### config.mk
export PLATFORM = sky130hd
export DESIGN_NAME = duty_gen_multi
export DESIGN_NICKNAME = d
export VERILOG_FILES = /design/src/rtl/duty_gen_multi.sv
export SDC_FILE = /design/constraint.sdc
export NUM_CORES = 1
export LEC_CHECK = 0
export ABC_AREA = 1
export CORE_UTILIZATION = 27
export CTS_CLUSTER_DIAMETER = 150
export CTS_CLUSTER_SIZE = 8
export DETAILED_ROUTE_END_ITERATION = 16
export GPL_TIMING_DRIVEN = 0
export PLACE_DENSITY = 0.45
export SLEW_MARGIN = 10
export SYNTH_ARGS = -nofsm -noshare
export SYNTH_HDL_FRONTEND = slang
export SYNTH_SLANG_ARGS = --single-unit
### constraint.sdc
create_clock -name clk -period 5.7 [get_ports clk]
set_input_delay 0.57 -clock clk [delete_from_list [all_inputs] [get_ports clk]]
set_output_delay 0.57 -clock clk [all_outputs]
set_load 0.01 [all_outputs]
### src/rtl/duty_gen_multi.sv
// Multi-channel programmable duty-cycle clock generator.
// Each channel divides clk by a runtime period with a runtime high time; updates apply on wrap.
module duty_gen_multi #(
    parameter int unsigned NCH        = 4,
    parameter int unsigned CW         = 8,
    parameter int unsigned DEF_PERIOD = 10,
    parameter int unsigned DEF_ON     = 6,
    localparam int unsigned CHW       = (NCH > 1) ? $clog2(NCH) : 1
) (
    input  logic           clk,
    input  logic           rst,
    input  logic [NCH-1:0] en,
    input  logic           cfg_we,
    input  logic [CHW-1:0] cfg_ch,
    input  logic [CW-1:0]  cfg_period,
    input  logic [CW-1:0]  cfg_on,
    output logic           cfg_err,
    output logic [NCH-1:0] out_clk,
    output logic [NCH-1:0] period_done
);

    localparam logic [CW-1:0] DefPeriod = CW'(DEF_PERIOD);
    localparam logic [CW-1:0] DefOn     = CW'(DEF_ON);

    logic cfg_ok;
    logic cfg_err_q, cfg_err_d;

    assign cfg_ok    = (32'(cfg_ch) < NCH) && (cfg_period >= CW'(2));
    assign cfg_err_d = cfg_we && !cfg_ok;

    always_ff @(posedge clk or negedge rst) begin
        if (!rst) begin
            cfg_err_q <= 1'b0;
        end else begin
            cfg_err_q <= cfg_err_d;
        end
    end

    assign cfg_err = cfg_err_q;

    for (genvar i = 0; i < NCH; i++) begin : g_ch
        logic [CW-1:0] count_q, count_d;
        logic [CW-1:0] per_q, per_d;
        logic [CW-1:0] on_q, on_d;
        logic [CW-1:0] sh_per_q, sh_per_d;
        logic [CW-1:0] sh_on_q, sh_on_d;
        logic          pend_q, pend_d;
        logic          out_q, out_d;
        logic          done_q, done_d;
        logic          wr_hit;
        logic          wrap;
        logic          apply;

        assign wr_hit = cfg_we && cfg_ok && (32'(cfg_ch) == i);
        assign wrap   = (count_q == per_q - CW'(1));
        // A disabled channel has no period in flight, so a pending shadow can land at once.
        assign apply  = pend_q && (!en[i] || wrap);

        always_comb begin
            count_d  = count_q;
            per_d    = per_q;
            on_d     = on_q;
            sh_per_d = sh_per_q;
            sh_on_d  = sh_on_q;
            pend_d   = pend_q;
            out_d    = 1'b0;
            done_d   = 1'b0;

            if (en[i]) begin
                out_d = (count_q < on_q);
                if (wrap) begin
                    count_d = '0;
                    done_d  = 1'b1;
                end else begin
                    count_d = count_q + CW'(1);
                end
            end else begin
                count_d = '0;
            end

            if (apply) begin
                per_d  = sh_per_q;
                on_d   = sh_on_q;
                pend_d = 1'b0;
            end

            // A write on the wrap edge lands after the old shadow was consumed.
            if (wr_hit) begin
                sh_per_d = cfg_period;
                sh_on_d  = cfg_on;
                pend_d   = 1'b1;
            end
        end

        always_ff @(posedge clk or negedge rst) begin
            if (!rst) begin
                count_q  <= '0;
                per_q    <= DefPeriod;
                on_q     <= DefOn;
                sh_per_q <= DefPeriod;
                sh_on_q  <= DefOn;
                pend_q   <= 1'b0;
                out_q    <= 1'b0;
                done_q   <= 1'b0;
            end else begin
                count_q  <= count_d;
                per_q    <= per_d;
                on_q     <= on_d;
                sh_per_q <= sh_per_d;
                sh_on_q  <= sh_on_d;
                pend_q   <= pend_d;
                out_q    <= out_d;
                done_q   <= done_d;
            end
        end

        assign out_clk[i]     = out_q;
        assign period_done[i] = done_q;
    end

endmodule
==> flow_summary.yaml, run 1 <==
outcome:
  status: "completed"
global_route:
  first_global_vias: 6880
  grt_max_degree: 107
  grt_pass1_wl_mm: 36.1
  gr-total-overflow: 0
  grt_use_total: 0.139
  antenna_found_initial: 0
power_and_ir_drop:
  p_sw_frac: 0.328
  intPower_mw: 2.58
  peakVddDrop_mv: 0.210
  p_leak_nw: 5.15
  p_switching_mw: 1.26
  clkPwrFrac: 0.325
  power_density_nw_per_um2: 371
  combPwrFrac: 0.245
  total_power_mw: 3.84
  seq_power_share: 0.430
synthesis:
  synth.yosys.seq_area_share: 0.496
  synth_area_um2: 8810
  yosysUniqueCellTypes: 32
  ys_seq_elements: 173
  yosys_warnings: 0
  syn_inst: 1097
  syn_nets: 1158
  syn_area_per_cell_um2: 8.03
worst_setup_path:
  start_kind: "input pin"
  r2r-start: "g_ch[0].per_q[1]"
  path_depth: 7
  crit_path_max_fanout: 10
  worstPathArrival_ns: 3.03
  r2r_cells: 15
  crit_required_ns: 6.05
  critical_path_class: "input pin to flop"
  slowest_stage: "nor4_1"
  cp_top_family: "simple AND/OR/NAND/NOR gates"
  crit_buf_inv: 2
  crit_top_cell: "nand4_1"
  critPathCaptureType: "flop"
  timing.rr.end: "g_ch[0].per_q[4]"
  max_stage_delay_ns: 0.64
  reg2reg_slack_ns: 3.35
  worstPathCellList: "clkdlybuf4s50_1, nor4_1, nand4_1, nand4_1, clkbuf_1, nand2_1, o21ai_0"
layout:
  final_area_um2: 10300
  multiInputGateArea_um2: 3740
  final_cell_mix: "351 x nand2_1, 141 x dfrtp_1, 122 x inv_1, 111 x nand3_1"
  nFillCells: 3434
  final_common_cell: "nand2_1"
  antennaDiodeCount: 0
  nNetsFinal: 1211
  fin_util: 0.325
  area_delta_synth_final_pct: 17.4
  seqCellArea_um2: 4370
  drive_above_1_share: 0.0877
timing:
  drv_slew: 0
  layout_setup_ws_ns: 3.02
  slew_headroom: 0.528
  finalHoldViolCount: 0
  worstMarginPinSlew_ns: 0.701
  hold_slack_ns: 0.0841
  period_share: 0.470
  post-route-min-period_ns: 2.68
  rsz0062_at_grt: "no"
  setup_violations: 0
  fin_worst_skew_ns: 0.0116
  max_freq_mhz: 373
detailed_routing:
  highest_layer: "met4"
  routedWlPerCell_um: 13.4
  route.vias.total: 6902
  drt-vias-per-instance: 4.32
  drc: 0
  drtIter0Drc: 347
  wl_met3_um: 729
  drt-total-wl_mm: 21.4
  wirelength_met1_mm: 10.5
  ant_nets: 0
  dr_wl_met2_mm: 9.81
  drtPass1Iterations: 5
floorplanning:
  dieArea_um2: 33400
  fp.coreArea_um2: 31800
  pin_count: 34
  die_h_um: 183
  start_util: 0.277
  rows: 65
  die_x_um: 183
placed_design:
  routabilityCongestion: 0.811
  postPlaceCellArea_um2: 9720
  io_buffer_count: 33
  dp_hpwl_mm: 15.5
  place_ws_ns: 2.65
cts:
  postCtsHoldBufs: 0
  post_cts_buffers: 0
  cts-resized-gates: 0
  ctsLongestPathBuffers: 2
  cts_made_buffers: 17
  cts_root_buffer: "clkbuf_16"
  cts.sinks: 173
  cts.htree.levels: 4
  insertion_delay_ns: 0.43
  path_clk_slew_ns: 0.07
  cts_tree: "done"
min_path:
  min_path_type: "input pin to asynchronous set/reset pin"
run:
  maxCapViolations: 0
## worst reg2reg max path, stage by stage (launching register included)
cell	delay [ns]
dfstp_2	0.55
inv_1	0.04
ha_1	0.28
inv_1	0.06
nand2_1	0.04
nand2_1	0.07
nand2_1	0.05
nor2_1	0.12
nand3_1	0.09
nor2_1	0.09
nand3_1	0.20
nand2_2	0.19
nand2_2	0.12
buf_2	0.22
nand2_1	0.07
nand2_1	0.06
## Yosys cell counts
library cell	n	area, um2
nor2_1	81	304
nand3_2	2	20.0
a31oi_1	3	18.8
dfrtp_1	141	3530
nor2_2	2	12.5
nand3b_1	2	15.0
buf_6	3	33.8
nand2_1	351	1320
dfstp_2	32	841
ha_1	36	450
nor3b_1	3	22.5
o21ai_0	81	405
xnor2_1	8	70.1
nand2_4	2	22.5
or2_0	1	6.26
nor4_1	3	18.8
o21bai_4	2	37.5
clkbuf_1	20	75.1
nand2_2	6	37.5
nand4_1	9	56.3
buf_4	12	90.1
nor3_1	12	60.1
nand3_1	111	556
and3_1	1	6.26
clkinv_1	1	3.75
inv_2	3	11.3
a21oi_1	19	95.1
xor2_1	19	166
inv_1	122	458
xnor3_1	1	22.5
buf_2	5	25.0
a211oi_1	3	22.5
## how the worst max path moves through the flow
stage                           startpoint                   to
after CTS                    cfg_period[7]  g_ch[0].sh_per_q[2]
final                        cfg_period[7]  g_ch[0].sh_per_q[2]
after detailed placement     cfg_period[7]  g_ch[0].sh_per_q[2]
after global placement                 rst   g_ch[0].count_q[1]
after floorplan           g_ch[1].per_q[1]     g_ch[1].per_q[2]
after global routing         cfg_period[6]   g_ch[0].sh_on_q[2]
## flip-flops by register name (all words and copies together) (netlist names)
signal and count:
cfg_err 1, g_ch.count_q 32, g_ch.done_q 4, g_ch.on_q 32
g_ch.out_q 4, g_ch.pend_q 4, g_ch.per_q 32, g_ch.sh_on_q 32
g_ch.sh_per_q 32
## logic make-up (layout without fill, tap and decap cells)
family,count (synthesis),after routing,share of synthesized area
buffers and inverters,166,232,0.0791
adder cells (fa/ha/maj),36,36,0.0511
AND/OR/NAND/NOR,586,586,0.279
XOR/XNOR,28,28,0.0294
AO/OA/AOI/OAI,108,108,0.0658
flip-flops,173,173,0.496
## through the flow
stage	setup TNS, ns	cells
floorplan	0	1097
global placement	-561.47	1565
detailed placement	0	1566
CTS	0	1598
global route	0	1598
finish	0	1598
## layer usage
metal  track usage  up-vias
met5             0        -
met4        0.0387        0
met2         0.224       96
met1         0.189     3206
li1              -     3581
met3        0.0267       19
## cell type report
| class | instances | area share |
|---|---|---|
| Sequential cell | 173 | 0.422 |
| Multi-Input combinational cell | 758 | 0.362 |
| Tap cell | 435 | 0.0526 |
| Inverter | 126 | 0.0457 |
| Clock buffer | 21 | 0.0455 |
| Timing Repair Buffer | 34 | 0.0351 |
| Buffer | 40 | 0.0217 |
| Clock inverter | 11 | 0.0150 |
## power by group through the flow
stage                     clock network, mW  registers, mW  logic [mW]
after CTS                              1.29           1.65       0.958
final                                  1.25           1.65       0.940
after detailed placement                  0           1.67       0.955
after floorplan                           0           1.62       0.732
after global routing                   1.34           1.68        1.12
after global placement                    0           1.68       0.934
No activity file was read; power rests on OpenSTA's default activity.
==> run 2, diff against run 1 <==
==> constraint.sdc (replaced) <==
create_clock -name clk -period 2.65 [get_ports clk]
set_input_delay 0.265 -clock clk [delete_from_list [all_inputs] [get_ports clk]]
set_output_delay 0.265 -clock clk [all_outputs]
set_load 0.01 [all_outputs]
==> flow_summary.yaml, run 2 (synthesized netlist as in run 1, its figures left out) <==
outcome:
  status: "completed"
power_and_ir_drop:
  peakVddDrop_mv: 0.454
  p_leak_nw: 5.16
  power_density_nw_per_um2: 798
timing:
  max_freq_mhz: 419
  finalHoldViolCount: 0
  finalSetupTns_ns: 0
  slew_headroom: 0.512
  hold_slack_ns: 0.376
  post-route-min-period_ns: 2.39
  setup_violations: 0
  drv_slew: 0
  worstMarginPinSlew_ns: 0.725
  period_share: 0.902
  fin_worst_skew_ns: 0.0115
  rsz0062_at_grt: "no"
cts:
  cts_tree: "done"
  insertion_delay_ns: 0.43
  cts.sinks: 173
  cts_root_buffer: "clkbuf_16"
  cts.htree.levels: 4
  path_clk_slew_ns: 0.07
  ctsLongestPathBuffers: 2
  cts_made_buffers: 17
  post_cts_buffers: 0
global_route:
  grt_max_degree: 107
  grt_use_total: 0.139
  first_global_vias: 6880
  grt_pass1_wl_mm: 36.1
  gr-total-overflow: 0
  antenna_found_initial: 0
placed_design:
  routabilityCongestion: 0.811
  placed_cells: 1566
  io_buffer_count: 33
  dp_hpwl_mm: 15.5
layout:
  multiInputGateArea_um2: 3750
  stdcell_count: 1599
  nNetsFinal: 1212
  nFillCells: 3433
  final_cell_mix: "351 x nand2_1, 141 x dfrtp_1, 122 x inv_1, 110 x nand3_1"
  area_delta_synth_final_pct: 17.6
  drive_above_1_share: 0.0885
  seqCellArea_um2: 4370
  final_common_cell: "nand2_1"
  antennaDiodeCount: 0
detailed_routing:
  drt-vias-per-instance: 4.31
  route.vias.total: 6892
  routedWlPerCell_um: 13.4
  drt-total-wl_mm: 21.4
  drtPass1Iterations: 5
  drtIter0Drc: 338
  drc: 0
  ant_nets: 0
floorplanning:
  die_h_um: 183
  rows: 65
  pin_count: 34
  dieArea_um2: 33400
  fp.coreArea_um2: 31800
  die_x_um: 183
  start_util: 0.277
worst_setup_path:
  critical_path_class: "input pin to flop"
  worstPathArrival_ns: 2.67
  crit_path_max_fanout: 10
  crit_required_ns: 2.93
  critPathCaptureType: "flop"
  start_kind: "input pin"
min_path:
  min_path_type: "input pin to asynchronous set/reset pin"
run:
  maxCapViolations: 0
-- run 2: report_power, final --
part,switching [mW],total [mW],internal [mW]
Sequential,0.371,3.55,3.18
Clock,1.11,2.69,1.57
Combinational,1.23,2.03,0.796
Total,2.72,8.27,5.55
-- run 2: worst paths after layout --
kind / endpoint / start / slack, ns / cells past startpoint
max: g_ch[2].pend_q / cfg_period[7] / 0.26 / 6
min: g_ch[1].count_q[4] / rst / 0.38 / 2
max reg2reg: g_ch[0].per_q[4] / g_ch[0].per_q[1] / 0.34 / 15
min reg2reg: g_ch[2].on_q[1] / g_ch[2].on_q[1] / 0.46 / 2
max in group asynchronous: g_ch[3].sh_per_q[3] / rst / 1.34 / 3
min in group clk: g_ch[2].on_q[1] / g_ch[2].on_q[1] / 0.46 / 2
-- run 2: layer usage --
layer  wire [um]  GRT usage  vias up
li1            -          -     3586
met1       10500      0.189     3199
met2        9830      0.224       87
met3         731     0.0265       20
met4         308     0.0387        0
met5           0          0        -
-- run 2: final cells by class --
cell class,count,share of cell area
Buffer,40,0.0216
Clock buffer,21,0.0454
Inverter,126,0.0457
Sequential cell,173,0.422
Tap cell,435,0.0525
Timing Repair Buffer,35,0.0360
Multi-Input combinational cell,758,0.362
Clock inverter,11,0.0150
-- run 2: per-stage QoR --
step / total power [mW] / setup WS [ns] / utilization / instance area [um2]
floorplan: 5.05 / 0.681 / - / 8810
global placement: 5.61 / -6.45 / 0.305 / 9680
detailed placement: 5.66 / -0.0985 / 0.306 / 9720
CTS: 8.39 / 0.245 / 0.326 / 10400
global route: 8.91 / 0.0838 / 0.326 / 10400
finish: 8.27 / 0.261 / 0.326 / 10400
-- run 2: timing repair --
action | in CTS | in global routing
hold buffers | 1 | 0
endpoints found under the hold margin | 57 | 0
endpoints found under the setup margin | 0 | 1
gates resized for setup | 0 | 1
-- run 2: worst max-delay path, stage by stage --
cell and delay (ns):
clkdlybuf4s50_1 0.42, nor4_1 0.66, nand4_1 0.42, nand4_1 0.37, clkbuf_1 0.38, o21ai_0 0.15
